$ cat src/rtl/park_gate_ctrl.sv
// Parking entry/exit gate front-end: debounces the presence sensors, runs one barrier FSM
// per gate, and emits registered car_in / car_out pulses that never overlap.
module park_gate_ctrl #(
    parameter int unsigned DEBOUNCE_CYCLES = 4,
    parameter int unsigned OPEN_TIMEOUT    = 16
) (
    input  logic clk,
    input  logic rst,
    input  logic entry_sensor,
    input  logic entry_pass,
    input  logic exit_sensor,
    input  logic exit_pass,
    input  logic parking_full,
    output logic car_in,
    output logic car_out,
    output logic entry_barrier_open,
    output logic exit_barrier_open,
    output logic entry_denied
);

    localparam int unsigned CW = $clog2(DEBOUNCE_CYCLES) + 1;
    localparam int unsigned TW = $clog2(OPEN_TIMEOUT) + 1;
    localparam logic [CW-1:0] DB_LAST = CW'(DEBOUNCE_CYCLES - 1);
    localparam logic [TW-1:0] T_LAST  = TW'(OPEN_TIMEOUT - 1);

    localparam logic [1:0] E_IDLE  = 2'd0;
    localparam logic [1:0] E_CHECK = 2'd1;
    localparam logic [1:0] E_OPEN  = 2'd2;
    localparam logic [1:0] E_DENY  = 2'd3;
    localparam logic [0:0] X_IDLE  = 1'b0;
    localparam logic [0:0] X_OPEN  = 1'b1;

    logic [CW-1:0] en_cnt, ex_cnt;
    logic          en_deb, ex_deb;
    logic          en_deb_q, ex_deb_q;
    logic          en_pass_q, ex_pass_q;
    logic [1:0]    e_state, e_state_nxt;
    logic [0:0]    x_state, x_state_nxt;
    logic [TW-1:0] e_timer, x_timer;
    logic          entry_req, exit_req;
    logic          out_pending;

    logic en_rise, ex_rise, entry_pass_rise, exit_pass_rise;
    assign en_rise         = en_deb & ~en_deb_q;
    assign ex_rise         = ex_deb & ~ex_deb_q;
    assign entry_pass_rise = entry_pass & ~en_pass_q;
    assign exit_pass_rise  = exit_pass & ~ex_pass_q;

    // Level changes only after DEBOUNCE_CYCLES consecutive disagreeing samples.
    always_ff @(posedge clk) begin
        if (rst) begin
            en_deb <= 1'b0;
            en_cnt <= '0;
        end else if (entry_sensor == en_deb) begin
            en_cnt <= '0;
        end else if (en_cnt == DB_LAST) begin
            en_deb <= entry_sensor;
            en_cnt <= '0;
        end else begin
            en_cnt <= en_cnt + CW'(1);
        end
    end

    always_ff @(posedge clk) begin
        if (rst) begin
            ex_deb <= 1'b0;
            ex_cnt <= '0;
        end else if (exit_sensor == ex_deb) begin
            ex_cnt <= '0;
        end else if (ex_cnt == DB_LAST) begin
            ex_deb <= exit_sensor;
            ex_cnt <= '0;
        end else begin
            ex_cnt <= ex_cnt + CW'(1);
        end
    end

    always_ff @(posedge clk) begin
        if (rst) begin
            en_deb_q  <= 1'b0;
            ex_deb_q  <= 1'b0;
            en_pass_q <= 1'b0;
            ex_pass_q <= 1'b0;
        end else begin
            en_deb_q  <= en_deb;
            ex_deb_q  <= ex_deb;
            en_pass_q <= entry_pass;
            ex_pass_q <= exit_pass;
        end
    end

    always_comb begin
        e_state_nxt = e_state;
        entry_req   = 1'b0;
        case (e_state)
            E_IDLE:  if (en_rise) e_state_nxt = E_CHECK;
            E_CHECK: e_state_nxt = parking_full ? E_DENY : E_OPEN;
            E_OPEN: begin
                if (entry_pass_rise) begin
                    entry_req   = 1'b1;
                    e_state_nxt = E_IDLE;
                end else if (e_timer == T_LAST) begin
                    e_state_nxt = E_IDLE;
                end
            end
            E_DENY:  if (!en_deb) e_state_nxt = E_IDLE;
            default: e_state_nxt = E_IDLE;
        endcase
    end

    always_comb begin
        x_state_nxt = x_state;
        exit_req    = 1'b0;
        case (x_state)
            X_IDLE: if (ex_rise) x_state_nxt = X_OPEN;
            X_OPEN: begin
                if (exit_pass_rise) begin
                    exit_req    = 1'b1;
                    x_state_nxt = X_IDLE;
                end else if (x_timer == T_LAST) begin
                    x_state_nxt = X_IDLE;
                end
            end
            default: x_state_nxt = X_IDLE;
        endcase
    end

    // Timers run only while their barrier is open, so they are already zero on entry.
    always_ff @(posedge clk) begin
        if (rst) begin
            e_state <= E_IDLE;
            x_state <= X_IDLE;
            e_timer <= '0;
            x_timer <= '0;
        end else begin
            e_state <= e_state_nxt;
            x_state <= x_state_nxt;
            e_timer <= (e_state == E_OPEN) ? e_timer + TW'(1) : '0;
            x_timer <= (x_state == X_OPEN) ? x_timer + TW'(1) : '0;
        end
    end

    // An exit event colliding with an entry event is deferred one cycle.
    always_ff @(posedge clk) begin
        if (rst) begin
            car_in      <= 1'b0;
            car_out     <= 1'b0;
            out_pending <= 1'b0;
        end else begin
            car_in      <= entry_req;
            car_out     <= (exit_req | out_pending) & ~entry_req;
            out_pending <= (exit_req | out_pending) & entry_req;
        end
    end

    assign entry_barrier_open = (e_state == E_OPEN);
    assign entry_denied       = (e_state == E_DENY);
    assign exit_barrier_open  = (x_state == X_OPEN);

endmodule

$ cat config.mk
export PLATFORM = sky130hd
export DESIGN_NAME = park_gate_ctrl
export DESIGN_NICKNAME = d
export VERILOG_FILES = /design/src/rtl/park_gate_ctrl.sv
export SDC_FILE = /design/constraint.sdc
export NUM_CORES = 1
export LEC_CHECK = 0
export CORE_ASPECT_RATIO = 1.2
export CORE_UTILIZATION = 35
export DETAILED_ROUTE_END_ITERATION = 10
export HOLD_SLACK_MARGIN = 0.05
export PLACE_DENSITY = 0.6
export SLEW_MARGIN = 20
export SYNTH_ARGS = -nofsm -noshare
export SYNTH_HDL_FRONTEND = slang
export SYNTH_SLANG_ARGS = --single-unit
$ cat constraint.sdc
create_clock -name clk -period 1.6 [get_ports clk]
set_input_delay 0.16 -clock clk [delete_from_list [all_inputs] [get_ports clk]]
set_output_delay 0.16 -clock clk [all_outputs]
set_load 0.005 [all_outputs]
==> impl_metrics.yaml <==
floorplan:
  coreArea_um2: 2810
  num_io_pins: 12
  die-width_um: 52.0
  rows: 21
  die_h_um: 62.0
  initial_core_util_pct: 37.3
  dieArea_um2: 3220
timing:
  finalHoldViolCount: 0
  timing.hold.ws_ns: 0.449
  rsz0062_at_grt: "no"
  tns_ns: 0
  fmax_mhz: 656
  min_period_over_period_pct: 95.3
  tightest_slew_ns: 0.420
  slew_viol_final: 0
  slew-limit-headroom_pct: 71.9
  period_minus_slack_ns: 1.52
  fin_worst_skew_ns: 0.0107
  setup_viol: 0
cells_and_area:
  drive_gt1_share_pct: 11.7
  syn2layout_area_growth_pct: 20.5
  antennaDiodeCount: 0
  post-route-util_pct: 45.0
  fin_nets: 136
grt:
  track_usage_pct: 11.2
  grt_pass1_wl_mm: 2.62
  antenna_found_initial: 0
  grt_overflow: 0
  grt_pass1_vias: 648
  grt_max_degree: 17
logic_synthesis:
  async_reset_ff_share_pct: 0
  yosys.area.top_type: "dfxtp_1"
  synth-warning-count: 0
  yosys-top-cells-area: "dfxtp_1 (53%), ha_1 (9.5%), nor2_1 (6.4%)"
  synthTopCellsByCount: "dfxtp_1 (28), nor2_1 (18), inv_1 (12), ha_1 (8), xnor2_1 (4)"
  ys_seq_elements: 28
  syn_inst: 105
  synth_enable_flop_cells: 0
  synthMostInstantiatedCell: "dfxtp_1"
  synthesis.area_um2: 1050
  avgSynthCellArea_um2: 10.0
  synthFlopType: "dfxtp_1"
  ys_seq_area_share_pct: 53.4
  syn_nets: 120
  synth_top_area_share_pct: 53.4
  synth_cell_types: 28
power_and_ir_drop:
  ir_drop_mv: 0.457
  pwr_density_cell_nw_per_um2: 962
  total_leakage_power_nw: 0.479
clock_tree:
  clkTransAtPathRegs_ns: 0.15
  ctsHoldBuffers: 0
  htreeDepth: 1
  cts_num_sinks: 28
  cts_buffers: 3
  cts_tree: "done"
  cts-root-buf: "clkbuf_4"
  cts_max_path_buffers: 2
  insertion_delay_ns: 0.32
min_path:
  worstHoldPathType: "flop to flop"
drt:
  wire_per_inst_um: 9.56
  wl_met2_um: 666
  vias: 687
  wl_met1_um: 735
  wl_mm: 1.47
  top_layer_used: "met4"
  drt-initial-drc-count: 22
  drtAntennaViolNets: 0
  wl_met3_um: 55
  drc: 0
  via_per_inst: 4.46
  drt_pre_antenna_iters: 4
setup_path:
  cp-start-kind: "flop"
  critPathMaxFanout: 6
  cp.arrival_ns: 1.36
  crit_type: "flop to output port"
  end_kind: "output port"
  cp.required_ns: 1.44
flow_run:
  maxCapViolations: 0
place:
  place_congestion: 0.652
  hpwl_mm: 1.14
  place.port_buffers: 11
outcome:
  status: "finished clean"
critical path, cell delays in order, from the launching register on:
cell and delay [ns]:
dfxtp_2 0.42, and2_1 0.14, clkdlybuf4s50_1 0.49
worst paths after layout:
| check | from | endpoint | slack [ns] | depth (start not counted) |
|---|---|---|---|---|
| min | ex_cnt[0]$_SDFF_PP0_ | ex_cnt[0]$_SDFF_PP0_ | 0.45 | 1 |
| max reg2reg | ex_cnt[0]$_SDFF_PP0_ | ex_cnt[1]$_SDFF_PP0_ | 0.30 | 4 |
| min reg2reg | ex_cnt[0]$_SDFF_PP0_ | ex_cnt[0]$_SDFF_PP0_ | 0.45 | 1 |
| max | e_state[0]$_SDFFE_PP0P_ | entry_denied | 0.08 | 2 |
cells in the final DEF (no fill, tap or decap), types with 2 or more instances in the layout:
cell type and count:
dfxtp_1 26, nor2_1 18, inv_1 12, clkdlybuf4s50_1 10, ha_1 8, xnor2_1 4, nor2_2 3, nand2b_1 3
nor2b_1 3, clkbuf_4 3, and3_1 2, nand3_1 2, xor2_1 2, mux2i_1 2, a31oi_1 2, dfxtp_2 2
power by group:
part,switching [mW],internal (mW)
clock,0.197,0.253
sequential,0.00568,0.707
combinational,0.0228,0.0302
total,0.226,0.991
cell type report:
class / instances / area, um^2
Timing Repair Buffer: 12 / 116
Sequential cell: 28 / 563
Fill cell: 280 / 1550
Clock buffer: 3 / 22.5
Clock inverter: 1 / 30.0
Inverter: 12 / 45.0
Tap cell: 34 / 42.5
Multi-Input combinational cell: 64 / 445
stage by stage:
stage	worst slack, ns	instances	area (um^2)	power [mW]
6_report	0.0752	154	1260	1.22
5_1_grt	0.0122	154	1260	1.27
4_1_cts	0.0583	154	1260	1.24
3_5_place_dp	0.145	150	1210	0.782
2_1_floorplan	0.379	105	1050	0.755
3_3_place_gp	0.201	150	1210	0.779
per-layer routing:
layer / up-vias / global-route usage [%]
met5: - / 0
met4: 0 / 6.95
met3: 2 / 2.19
met2: 9 / 19.0
met1: 309 / 13.0
li1: 367 / -
cells by family (layout without fill, tap and decap cells):
logic type | Yosys count | after routing | share of synthesized area (%)
simple gates | 41 | 41 | 21.0
buf+inv | 13 | 28 | 4.65
mux | 2 | 2 | 1.91
compound gates | 7 | 7 | 4.53
fa+ha+maj | 8 | 8 | 9.54
xor+xnor | 6 | 6 | 5.01
flops | 28 | 28 | 53.4
sequential cells by signal (all words and copies together) (netlist names):
signal             flops
e_timer                5
x_timer                5
en_cnt                 3
ex_cnt                 3
e_state                2
car_in                 1
car_out                1
en_deb                 1
en_deb_q               1
en_pass_q              1
ex_deb                 1
ex_deb_q               1
ex_pass_q              1
exit_barrier_open      1
out_pending            1
what timing repair did:
action | 4_1_cts | 5_1_grt
setup buffers | 0 | 0
setup endpoints to repair | 1 | 0
resized for setup | 4 | 0
Note: power is estimated with default switching activity, not from simulation.
